--- src/rtl/fetch_pkg.sv ---
// fetch_pkg: shared definitions for the instruction-fetch sequencer.
//   fetch_state_e  : sequencer state encoding
//   PC_INC_DEFAULT : sequential PC step (word addressing)
//   RESET_VEC      : PC value loaded by reset
package fetch_pkg;

  typedef enum logic [2:0] {
    ST_IDLE,
    ST_REQ,
    ST_HOLD,
    ST_FLUSH,
    ST_HALT
  } fetch_state_e;

  localparam int unsigned PC_INC_DEFAULT = 1;
  localparam logic [15:0] RESET_VEC      = 16'h0000;

endpackage

--- src/rtl/fetch_seq.sv ---
// fetch_seq: instruction-fetch sequencer of the 16-bit RISC core.
// Computes the next PC and its write enable, fetches one instruction per PC
// value over a req/ack memory handshake and presents it to decode over a
// valid/ready handshake. Taken branches from execute squash the in-flight
// instruction.
//
// Ports
//   clk, rst         clock, synchronous active-high reset
//   pc_cur           current PC register value
//   pc_next          value to load into the PC register
//   pc_wrt_s2        single-cycle PC write enable
//   imem_req         fetch request, held until imem_ack
//   imem_addr        fetch address, stable while imem_req=1
//   imem_ack         memory returns imem_rdata this cycle
//   imem_rdata       instruction word
//   ir_valid         ir_data holds a deliverable instruction
//   ir_data          instruction to decode
//   ir_ready         decode accepts ir_data this cycle
//   br_taken         execute redirect pulse
//   br_target        redirect address
//   halt             stop fetching (sampled in IDLE and at the HOLD handoff)
module fetch_seq
  import fetch_pkg::*;
#(
  parameter int unsigned ADDR_W = 16,
  parameter int unsigned PC_INC = PC_INC_DEFAULT
) (
  input  logic              clk,
  input  logic              rst,
  input  logic [ADDR_W-1:0] pc_cur,
  output logic [ADDR_W-1:0] pc_next,
  output logic              pc_wrt_s2,
  output logic              imem_req,
  output logic [ADDR_W-1:0] imem_addr,
  input  logic              imem_ack,
  input  logic [15:0]       imem_rdata,
  output logic              ir_valid,
  output logic [15:0]       ir_data,
  input  logic              ir_ready,
  input  logic              br_taken,
  input  logic [ADDR_W-1:0] br_target,
  input  logic              halt
);

  fetch_state_e      state;
  logic [ADDR_W-1:0] addr_q;

  // Sequential successor; wraps modulo 2^ADDR_W.
  function automatic logic [ADDR_W-1:0] pc_incr(input logic [ADDR_W-1:0] pc);
    return pc + ADDR_W'(PC_INC);
  endfunction

  // In REQ the address follows pc_cur directly: the PC has always been
  // updated by the time REQ is entered (HOLD and the branch IDLE cycle give
  // the PC register its write cycle). FLUSH replays the captured address so
  // an outstanding request never changes under the memory.
  always_comb begin
    imem_addr = '0;
    if (state == ST_REQ)
      imem_addr = pc_cur;
    else if (state == ST_FLUSH)
      imem_addr = addr_q;
  end

  always_ff @(posedge clk) begin
    if (rst) begin
      state     <= ST_IDLE;
      pc_next   <= ADDR_W'(RESET_VEC);
      pc_wrt_s2 <= 1'b0;
      imem_req  <= 1'b0;
      ir_valid  <= 1'b0;
      ir_data   <= '0;
      addr_q    <= ADDR_W'(RESET_VEC);
    end else begin
      pc_wrt_s2 <= 1'b0;
      if (state == ST_REQ)
        addr_q <= pc_cur;

      case (state)
        ST_IDLE: begin
          if (br_taken) begin
            pc_next   <= br_target;
            pc_wrt_s2 <= 1'b1;
          end else if (halt) begin
            state <= ST_HALT;
          end else begin
            state    <= ST_REQ;
            imem_req <= 1'b1;
          end
        end

        ST_REQ: begin
          if (br_taken) begin
            // Branch beats ack: acked data (if any) is dropped.
            pc_next   <= br_target;
            pc_wrt_s2 <= 1'b1;
            if (imem_ack) begin
              state    <= ST_IDLE;
              imem_req <= 1'b0;
            end else begin
              state <= ST_FLUSH;
            end
          end else if (imem_ack) begin
            ir_data   <= imem_rdata;
            pc_next   <= pc_incr(pc_cur);
            pc_wrt_s2 <= 1'b1;
            imem_req  <= 1'b0;
            ir_valid  <= 1'b1;
            state     <= ST_HOLD;
          end
        end

        ST_HOLD: begin
          if (br_taken) begin
            pc_next   <= br_target;
            pc_wrt_s2 <= 1'b1;
            ir_valid  <= 1'b0;
            state     <= ST_IDLE;
          end else if (ir_ready) begin
            ir_valid <= 1'b0;
            if (halt) begin
              state <= ST_HALT;
            end else begin
              state    <= ST_REQ;
              imem_req <= 1'b1;
            end
          end
        end

        ST_FLUSH: begin
          if (br_taken) begin
            pc_next   <= br_target;
            pc_wrt_s2 <= 1'b1;
          end
          if (imem_ack) begin
            state    <= ST_IDLE;
            imem_req <= 1'b0;
          end
        end

        ST_HALT: begin
          // Only reset leaves HALT.
        end

        default: begin
          state    <= ST_IDLE;
          imem_req <= 1'b0;
          ir_valid <= 1'b0;
        end
      endcase
    end
  end

endmodule

--- config.mk ---
export PLATFORM = sky130hd
export DESIGN_NAME = fetch_seq
export DESIGN_NICKNAME = d
export VERILOG_FILES = /design/src/rtl/fetch_pkg.sv /design/src/rtl/fetch_seq.sv
export SDC_FILE = /design/constraint.sdc
export NUM_CORES = 1
export LEC_CHECK = 0
export CORE_ASPECT_RATIO = 1.75
export CORE_MARGIN = 3
export CORE_UTILIZATION = 39
export CTS_BUF_LIST = sky130_fd_sc_hd__clkbuf_4 sky130_fd_sc_hd__clkbuf_8 sky130_fd_sc_hd__clkbuf_16
export DETAILED_ROUTE_END_ITERATION = 10
export HOLD_SLACK_MARGIN = 0.1
export PLACE_DENSITY = 0.77
export SYNTH_ARGS = -nofsm -noshare
export SYNTH_HDL_FRONTEND = slang
export SYNTH_SLANG_ARGS = --single-unit
--- constraint.sdc ---
create_clock -name clk -period 2 [get_ports clk]
set_clock_uncertainty 0.2 [all_clocks]
set_input_delay 0.3 -clock clk [delete_from_list [all_inputs] [get_ports clk]]
set_output_delay 0.3 -clock clk [all_outputs]
set_load 0.01 [all_outputs]
==> results of run 1 <==
timing repair:
| action | 4_1_cts | 5_1_grt |
|---|---|---|
| buffers inserted | 4 | 0 |
| cloned | 1 | 0 |
| endpoints found under the setup margin | 19 | 36 |
| endpoints found under the hold margin | 0 | 0 |
| hold buffers | 0 | 0 |
| pin swaps | 3 | 2 |
| resized for setup | 82 | 9 |
synth_stat cells:
library cell | number | area, sq um
nand2_1 | 115 | 432
dfxtp_1 | 54 | 1080
a21oi_1 | 39 | 195
clkbuf_1 | 21 | 78.8
nor2_1 | 16 | 60.1
inv_1 | 9 | 33.8
o21ai_0 | 9 | 45.0
nor3b_1 | 7 | 52.6
nor4_1 | 7 | 43.8
nand2b_1 | 6 | 37.5
nand3_1 | 6 | 30.0
o32ai_1 | 6 | 52.6
xnor2_1 | 6 | 52.6
a31oi_1 | 5 | 31.3
nor2b_1 | 5 | 31.3
nor3_1 | 5 | 25.0
o31ai_1 | 4 | 30.0
and2_1 | 3 | 18.8
buf_2 | 3 | 15.0
o211ai_1 | 3 | 22.5
a211oi_1 | 2 | 15.0
a311oi_1 | 2 | 17.5
nand4_1 | 2 | 12.5
nor4b_1 | 2 | 17.5
o21a_1 | 2 | 15.0
o22ai_1 | 2 | 12.5
a21o_1 | 1 | 7.51
a221o_1 | 1 | 10.0
a22o_1 | 1 | 8.76
a22oi_1 | 1 | 7.51
and3_1 | 1 | 6.26
and3b_1 | 1 | 8.76
ha_1 | 1 | 12.5
nand3b_1 | 1 | 7.51
nand4_2 | 1 | 12.5
nand4_4 | 1 | 21.3
nand4b_1 | 1 | 8.76
nand4bb_1 | 1 | 11.3
o21ai_1 | 1 | 5.00
o221ai_1 | 1 | 8.76
o311a_1 | 1 | 10.0
o311ai_0 | 1 | 8.76
o32a_1 | 1 | 10.0
or4_4 | 1 | 11.3
through the flow:
| step | setup slack (ns) | util, % | area, sq um |
|---|---|---|---|
| global route | -0.0490 | 66.8 | 4370 |
| finish | 0.0334 | 66.8 | 4370 |
| floorplan | 0.0364 | - | 2640 |
| global placement | -0.372 | 63.9 | 4180 |
| CTS | -0.0266 | 66.6 | 4350 |
| detailed placement | -0.419 | 63.9 | 4180 |
registers in the layout (all words and copies together) (netlist names):
register and cells:
addr_q 16, imem_req 1, ir_data 16, ir_valid 1, pc_next 16, pc_wrt_s2 1
state 3
cells by family after synthesis:
kind of cell	share of synthesized area, %
DFF	41.0
and+or+nand+nor	32.2
xor gates and xnor gates	1.99
buffers and inverters	4.84
AOI/OAI and AO/OA	19.5
adders and majority gates	0.475
final timing paths:
path               from       endpoint  slack [ns]  depth (start not counted)
max            state[0]  imem_addr[14]        0.03                          7
min          pc_next[2]     pc_next[2]        0.25                          2
max reg2reg    state[1]     pc_next[7]        0.07                          5
min reg2reg  pc_next[2]     pc_next[2]        0.25                          2
power breakdown:
group	switching, W	leakage (nW)	internal (W)
clock network	0.000402	0.0760	0.000591
logic	0.000254	1.26	0.000318
registers	0.0000303	0.441	0.00113
total	0.000687	1.78	0.00204
per-layer routing:
metal  up-vias  share of wire, %  GRT usage (%)
met3        17               4.3           3.71
met5         -                 0              0
met2        93                56           41.2
met4         0               2.7           9.56
li1       1538                 -              -
met1      1461                36           24.5
critical path: cells and delay by family (launching register included):
kind	cells	cell delay [ns]
DFF	1	0.33
buffers and inverters	3	0.36
and+or+nand+nor	4	0.48
final cells by class:
class	count	area [sq um]
Inverter	9	33.8
Sequential cell	54	1080
Tap cell	82	103
Fill cell	568	2170
Clock inverter	3	45.0
Multi-Input combinational cell	272	1480
Clock buffer	5	125
Timing Repair Buffer	167	1500
==> summary.md, run 1 <==
| Metric | Value |
|---|---|
| Die Width | slightly below 70 microns |
| Fin crit share | a little over nine tenths |
| Fmax | around 500 MHz |
| Avg WL per Cell | roughly 15 microns |
| Peak VDD IR | 0.605 mV |
| Least-Margin Pin Slew | about 0.59 ns |
| H-tree levels | 2 |
| Seq/Total Area, Yosys | about 41% |
| Crit end category | primary output |
| Die Height | roughly 110 microns |
| CTS Sinks | 54 |
| Starting Density | just over 40% |
| Final nets | between 500 and 600 |
| DRC | 0 |
| Worst Setup Start Kind | flop |
| Critical-path maximum fanout | 8 |
| Initial antenna violation count | 0 |
| Crit Path Category | reg2out |
| CTS Root Cell | clkbuf_16 |
| Post-synthesis cell area | around 2600 sq um |
| Syn Nets | 414 |
| Hold Violations, Final | 0 |
| Post-Layout Cell Count | slightly below 600 |
| Port Buffers | about 100 |
| Hold WS | roughly 0.25 ns |
| Tmin final | 1.97 ns |
| Num CTS Buffers | 5 |
| Worst-path cell with the longest stage delay | dfxtp_2 |
| Core Area | between 6000 and 7000 sq um |
| # Max-Cap Violations | 0 |
| Leakage | between 1.5 and 2 nW |
| TritonCTS clock tree | yes |
| Worst path cell trace | nor2b_4 -> nor2b_4 -> buf_6 -> buf_4 -> nand2_2 -> nand2_1 -> buf_6 |
| Design Power | 0.00272 W |
| Most common cell after layout, fill and taps aside | nand2_1 |
| Power per cell area | 624 nW/um^2 |
| Antenna cells | 0 |
| Status | finished, final reports clean |
| Fin Setup TNS | 0 ns |
| Synth cell types | 44 |
| RSZ-0062 raised after global routing | true |
| Setup Viol. Count Final | 0 |
| Yosys warns | 0 |
| First-pass iteration count of the detailed router | 4 |
| Area growth syn-to-layout | 65.8% |
| Crit-path max cell delay | 0.33 ns |
| Layout cells sized above 1 | 20.2% |
| Routability cong. | 0.841 |
| Drt first-iter violations | between 200 and 250 |
| Global-route wire length before repair | about 14 mm |
| Tot GR Track Use | between 20 and 25% |
| Clock buffer depth | 2 |
| # IOs | 105 |
| GRT overflow | 0 |
| Vias/cell | ~5.3 |
| Most frequent cells in the layout | 112 x nand2_1, 80 x clkdlybuf4s50_1, 57 x buf_4 |
| Vias | approximately 3100 |
| Post-DP HPWL | ~6.6 mm |
| Core Rows | 39 |
| Hold Crit Class | reg2reg |
| Post-Route WL | just under 9 mm |
| Largest net degree at the start of global routing | 47 |
| Yosys reg bits | 54 |
| Worst-path clk slew | 0.07 ns |
| Max Slew Vio Count | 0 |
| Worst EP arrival | 1.47 ns |
| Placed Instances | a little under 600 |
| Synthesized area per cell | roughly 7.3 sq um |
| Post-route ant nets | 0 |
| Die area | 7820 sq um |
| Crit path required time | 1.50 ns |
| Worst rel slew slack | around three fifths |
| Post-Syn Instances | roughly 360 |
| Clock latency on the worst-skew pair | about 0.30 ns |
| Vias in the first global route | between 3000 and 4000 |
No activity file was read; power rests on OpenSTA's default activity.
==> inputs of run 2 (changes only) <==
--- a/config.mk
+++ b/config.mk
@@ -5,9 +5,11 @@
 export SDC_FILE = /design/constraint.sdc
 export NUM_CORES = 1
 export LEC_CHECK = 0
+export CELL_PAD_IN_SITES_DETAIL_PLACEMENT = 1
+export CELL_PAD_IN_SITES_GLOBAL_PLACEMENT = 1
 export CORE_ASPECT_RATIO = 1.75
 export CORE_MARGIN = 3
-export CORE_UTILIZATION = 39
+export CORE_UTILIZATION = 27
 export CTS_BUF_LIST = sky130_fd_sc_hd__clkbuf_4 sky130_fd_sc_hd__clkbuf_8 sky130_fd_sc_hd__clkbuf_16
 export DETAILED_ROUTE_END_ITERATION = 10
 export HOLD_SLACK_MARGIN = 0.1
==> summary.md, run 2 (synthesis gave the netlist of run 1 again) <==
| Metric | Value |
|---|---|
| Worst EP arrival | 1.50 ns (+0.03 ns) |
| Multi-input logic area | 1560 sq um (+5.9%) |
| Tmin final | 2.00 ns (+0.0302 ns) |
| Least-Margin Pin Slew | 0.624 ns (+0.0323 ns) |
| Design area | 4580 sq um (+4.8%) |
| Placed Instances | 622 (+7.2%) |
| Status | finished, final reports clean |
| Fin Setup TNS | 0 ns (unchanged) |
| Num CTS Buffers | 5 (unchanged) |
| Vias in the first global route | 3258 (+8.0%) |
| CTS Sinks | 54 (unchanged) |
| Clock latency on the worst-skew pair | 0.29 ns (about the same) |
| Hold_buf cts | 0 (unchanged) |
| Crit path required time | 1.50 ns (about the same) |
| Port Buffers | 104 (unchanged) |
| Sequential power share | 41.6% (-0.9 points) |
| Post-Place Cell Area | 4230 sq um (+1.1%) |
| TritonCTS clock tree | yes |
| CTS Root Cell | clkbuf_16 |
| Area growth syn-to-layout | 73.6% |
| Starting Density | 27.8% (-12 points) |
| GRT overflow | 0 (unchanged) |
| Core Area | 9470 sq um (+45%) |
| DRC | 0 (unchanged) |
| Vias | 3186 (+2.5%) |
| Fmax | 501 MHz (-1.5%) |
| Final nets | 568 (+0.71%) |
| Worst-path clk slew | 0.07 ns (about the same) |
| Design Power | 0.00279 W (+2.5%) |
| Most common cell after layout, fill and taps aside | nand2_1 |
| Crit-path max cell delay | 0.33 ns (about the same) |
| Power share of the clock group | 36.4% (about the same) |
| # Max-Cap Violations | 0 (unchanged) |
| Switching share of power | 26.1% (+0.87 points) |
| Comb pwr share | 22.0% (+1.0 points) |
| Core Rows | 47 (+21%) |
| RSZ-0062 raised after global routing | true |
| Vias/cell | 5.01 (-4.6%) |
| Register area | 1080 sq um (-0.12%) |
| Tot GR Track Use | 19.2% (-3.3 points) |
| Antenna cells | 0 (unchanged) |
| Global-route wire length before repair | 16.3 mm (+19%) |
| Post-route ant nets | 0 (unchanged) |
| Power per cell area | 610 nW/um^2 (-2.2%) |
| Biggest regs | addr_q x16, ir_data x16, pc_next x16 |
| Hold Crit Class | reg2reg |
| Setup Viol. Count Final | 0 (unchanged) |
| Crit Path Category | reg2out |
| Fill count | 1170 (+110%) |
| Avg WL per Cell | 17.0 microns (+15%) |
| Die Height | 137 microns (+19%) |
| Leakage | 1.87 nW (+4.8%) |
| Critical-path maximum fanout | 6 (-2) |
| Crit end category | primary output |
| Post-Route WL | 10.8 mm (+24%) |
| Most frequent cells in the layout | 98 x nand2_1, 78 x clkdlybuf4s50_1, 60 x buf_4 |
| Fin crit share | 99.8% (+1.5 points) |
| Worst path cell trace | nor2b_4 -> nor2b_4 -> buf_6 -> nand2_1 -> nand2_1 -> buf_2 |
| Worst rel slew slack | 58.4% (-2.2 points) |
| Layout cells sized above 1 | 23.3% (+3.2 points) |
| Switching pwr | 0.000728 W (+6.0%) |
| Drt first-iter violations | 60 (-71%) |
| # IOs | 105 (unchanged) |
| Initial antenna violation count | 0 (unchanged) |
| Hold Violations, Final | 0 (unchanged) |
| Peak VDD IR | 0.373 mV (-38%) |
| Post-DP HPWL | 8.12 mm (+23%) |
| Worst-path cell with the longest stage delay | dfxtp_2 |
| H-tree levels | 2 (unchanged) |
| First-pass iteration count of the detailed router | 4 (unchanged) |
| Largest net degree at the start of global routing | 28 (-40%) |
| Clock buffer depth | 2 (unchanged) |
| Worst Setup Start Kind | flop |
| Post-Layout Cell Count | 636 (+7.4%) |
| Int Pwr | 0.00206 W (+1.3%) |
| Die area | 11000 sq um (+41%) |
| Max Slew Vio Count | 0 (unchanged) |
| Die Width | 80.7 microns (+18%) |
| Routability cong. | 0.828 (-1.6%) |
| Post-layout util | 48.3% (-18 points) |
-- run 2: critical path: cells and delay by family, from the launching register on --
kind / cells / cell delay [ns]
buffers and inverters: 2 / 0.30
DFF: 1 / 0.33
and+or+nand+nor: 4 / 0.57
-- run 2: path summary, 6_finish.rpt --
kind | from | to | slack, ns | depth (start not counted)
max | state[0] | imem_addr[12] | 0.003 | 6
min | pc_next[2] | pc_next[2] | 0.26 | 2
max reg2reg | state[1] | pc_next[8] | 0.06 | 7
min reg2reg | pc_next[2] | pc_next[2] | 0.26 | 2
-- run 2: repair_timing --
action                                 CTS  global route
resized for setup                       83            44
endpoints found under the hold margin    0             0
pin swaps                                0            12
setup endpoints to repair               21            23
cloned                                   2             0
buffers inserted                         1             4
-- run 2: power groups by stage --
stage / Clock (W) / Combinational, W / Sequential [W]
floorplan: 0 / 0.000194 / 0.00119
global placement: 0 / 0.000566 / 0.00118
detailed placement: 0 / 0.000584 / 0.00118
CTS: 0.00104 / 0.000584 / 0.00116
global route: 0.00107 / 0.000660 / 0.00117
finish: 0.00102 / 0.000613 / 0.00116
-- run 2: per-stage QoR --
step | setup slack (ns) | hold WS (ns)
CTS | -0.00723 | 0.261
global route | -0.0819 | 0.279
detailed placement | -0.437 | 0.250
global placement | -0.409 | 0.241
floorplan | 0.0364 | 0.202
finish | 0.00319 | 0.256
-- run 2: cell type report --
cell class | instances | share of cell area [%]
inverters | 9 | 0.738
well taps | 122 | 3.34
flip-flops and latches | 54 | 23.7
clock inverters | 2 | 0.820
repair buffers | 171 | 34.4
multi-input cells | 272 | 34.2
clock buffers | 6 | 2.90
-- run 2: routing by layer --
metal	GRT usage, %	vias up	wire, microns
met5	0	-	0
li1	-	1541	-
met1	19.2	1538	3860
met4	9.59	0	480
met3	1.84	33	300
met2	37.8	74	6200
==> inputs of run 3 (changes only) <==
--- a/config.mk
+++ b/config.mk
@@ -14,6 +14,7 @@
 export DETAILED_ROUTE_END_ITERATION = 10
 export HOLD_SLACK_MARGIN = 0.1
 export PLACE_DENSITY = 0.77
+export RECOVER_POWER = 50
 export SYNTH_ARGS = -nofsm -noshare
 export SYNTH_HDL_FRONTEND = slang
 export SYNTH_SLANG_ARGS = --single-unit
==> summary.md, run 3 (synthesis gave the netlist of run 1 again) <==
| Metric | Value |
|---|---|
| Hold Violations, Final | 0 (unchanged) |
| Starting Density | 27.8% (unchanged) |
| GRT overflow | 0 (unchanged) |
| Die Height | 137 microns (unchanged) |
| WHS Endpoint | pc_next[2] |
| Register area | 1080 sq um (unchanged) |
| Routability cong. | 0.828 (unchanged) |
| Fill count | 1171 (+0.085%) |
| Worst rel slew slack | 58.4% (unchanged) |
| Drt first-iter violations | 60 (unchanged) |
| Design Power | 0.00279 W (about the same) |
| Least-Margin Pin Slew | 0.624 ns (unchanged) |
| Core Rows | 47 (unchanged) |
| Worst Setup Start Kind | flop |
| Largest net degree at the start of global routing | 28 (unchanged) |
| Status | finished, final reports clean |
| Biggest regs | addr_q x16, ir_data x16, pc_next x16 |
| Comb pwr share | 21.9% (about the same) |
| Clock buffer depth | 2 (unchanged) |
| Crit end category | primary output |
| Post-route ant nets | 0 (unchanged) |
| Tot GR Track Use | 19.2% (unchanged) |
| Post-DP HPWL | 8.12 mm (unchanged) |
| Fin Setup TNS | 0 ns (unchanged) |
| Hold WS | 0.256 ns (unchanged) |
| Critical-path maximum fanout | 6 (unchanged) |
| Fmax | 501 MHz (unchanged) |
| Hold Crit Class | reg2reg |
| Initial antenna violation count | 0 (unchanged) |
| Die Width | 80.7 microns (unchanged) |
| Fin crit share | 99.8% (unchanged) |
| CTS Sinks | 54 (unchanged) |
| R2R Path End | pc_next[8] |
| Power per cell area | 610 nW/um^2 (about the same) |
| Worst EP arrival | 1.50 ns (about the same) |
| Post-Route WL | 10.8 mm (about the same) |
| Hold Crit Depth | 2 (unchanged) |
| Core Area | 9470 sq um (unchanged) |
| TritonCTS clock tree | yes |
| Multi-input logic area | 1560 sq um (unchanged) |
| Worst hold start | pc_next[2] |
| R2R depth | 7 (unchanged) |
| Vias in the first global route | 3258 (unchanged) |
| RSZ-0062 raised after global routing | true |
| Setup Viol. Count Final | 0 (unchanged) |
| Global-route wire length before repair | 16.3 mm (unchanged) |
| Layout cells sized above 1 | 23.2% (-0.19 points) |
| Final nets | 568 (unchanged) |
| # IOs | 105 (unchanged) |
| Area growth syn-to-layout | 73.5% (about the same) |
| Tmin final | 2.00 ns (unchanged) |
| Port Buffers | 104 (unchanged) |
| CTS Root Cell | clkbuf_16 |
| Power share of the clock group | 36.5% (about the same) |
| Vias/cell | 5.01 (about the same) |
| Antenna cells | 0 (unchanged) |
| Hold_buf cts | 0 (unchanged) |
| Max Slew Vio Count | 0 (unchanged) |
| Placed Instances | 622 (unchanged) |
| First-pass iteration count of the detailed router | 4 (unchanged) |
| Crit Path Category | reg2out |
| Leakage | 1.87 nW (about the same) |
| Most common cell after layout, fill and taps aside | nand2_1 |
| Worst-path clk slew | 0.07 ns (about the same) |
| Switching pwr | 0.000728 W (about the same) |
| Die area | 11000 sq um (unchanged) |
| DRC | 0 (unchanged) |
| Num CTS Buffers | 5 (unchanged) |
| Switching share of power | 26.1% (about the same) |
| Clock latency on the worst-skew pair | 0.29 ns (about the same) |
| Most frequent cells in the layout | 98 x nand2_1, 76 x clkdlybuf4s50_1, 59 x buf_4 |
| Int Pwr | 0.00206 W (about the same) |
| H-tree levels | 2 (unchanged) |
| Sequential power share | 41.6% (about the same) |
| Vias | 3187 (+0.031%) |
| Peak VDD IR | 0.373 mV (about the same) |
| FF-to-FF setup slack | 0.06 ns (about the same) |
| Avg WL per Cell | 17.0 microns (about the same) |
| Reg-to-Reg Start | state[1] |
| Crit path required time | 1.50 ns (about the same) |
| # Max-Cap Violations | 0 (unchanged) |
| Post-Layout Cell Count | 636 (unchanged) |
## run 3: cell count changes in the layout (fill, tap and decap cells not counted), sizes merged
cell	delta
clkbuf	+1
clkdlybuf4s50	-2
buf	-1
dlygate4sd3	+2
## run 3: through the flow
stage               utilization [%]  setup WS [ns]  cell area (sq um)
global route                   48.3        -0.0819               4570
finish                         48.3        0.00319               4570
CTS                            46.3       -0.00723               4380
global placement               44.6         -0.409               4230
detailed placement             44.6         -0.437               4230
floorplan                         -         0.0364               2640
## run 3: final cells by class
| cell class | instances | share of cell area (%) |
|---|---|---|
| well taps | 122 | 3.34 |
| inverters | 9 | 0.739 |
| repair buffers | 171 | 34.3 |
| clock inverters | 2 | 0.821 |
| multi-input cells | 272 | 34.2 |
| clock buffers | 6 | 2.90 |
| flip-flops and latches | 54 | 23.7 |
## run 3: worst max-delay path by stage
stage / start / end / depth (start not counted)
4_1_cts: state[0] / imem_addr[5] / 7
6_report: state[0] / imem_addr[12] / 6
5_1_grt: state[0] / imem_addr[7] / 6
2_1_floorplan: state[2] / imem_addr[10] / 7
3_3_place_gp: pc_cur[1] / pc_next[15] / 5
3_5_place_dp: pc_cur[1] / pc_next[15] / 5
## run 3: repair_timing
action,in CTS,in global routing
setup endpoints to repair,21,23
buffers inserted,1,4
gates resized for setup,83,44
cloned,2,0
pin swaps,0,12
## run 3: metal layers
metal	track usage, %	part of all wire (%)	vias to the layer above
li1	-	-	1540
met1	19.2	36	1540
met2	37.8	57	74
met3	1.84	2.8	33
met4	9.59	4.4	0
met5	0	0	-
## run 3: critical path: stages (launching register included)
cell,delay [ns]
dfxtp_2,0.33
nor2b_4,0.20
nor2b_4,0.22
buf_6,0.18
nand2_1,0.09
nand2_1,0.06
buf_2,0.12
## run 3: power by group through the flow
stage                     Combinational [W]  Clock [W]  Sequential, W
final                              0.000611    0.00102        0.00116
after global routing               0.000658    0.00107        0.00117
after CTS                          0.000584    0.00104        0.00116
after detailed placement           0.000584          0        0.00118
after global placement             0.000566          0        0.00118
after floorplan                    0.000194          0        0.00119
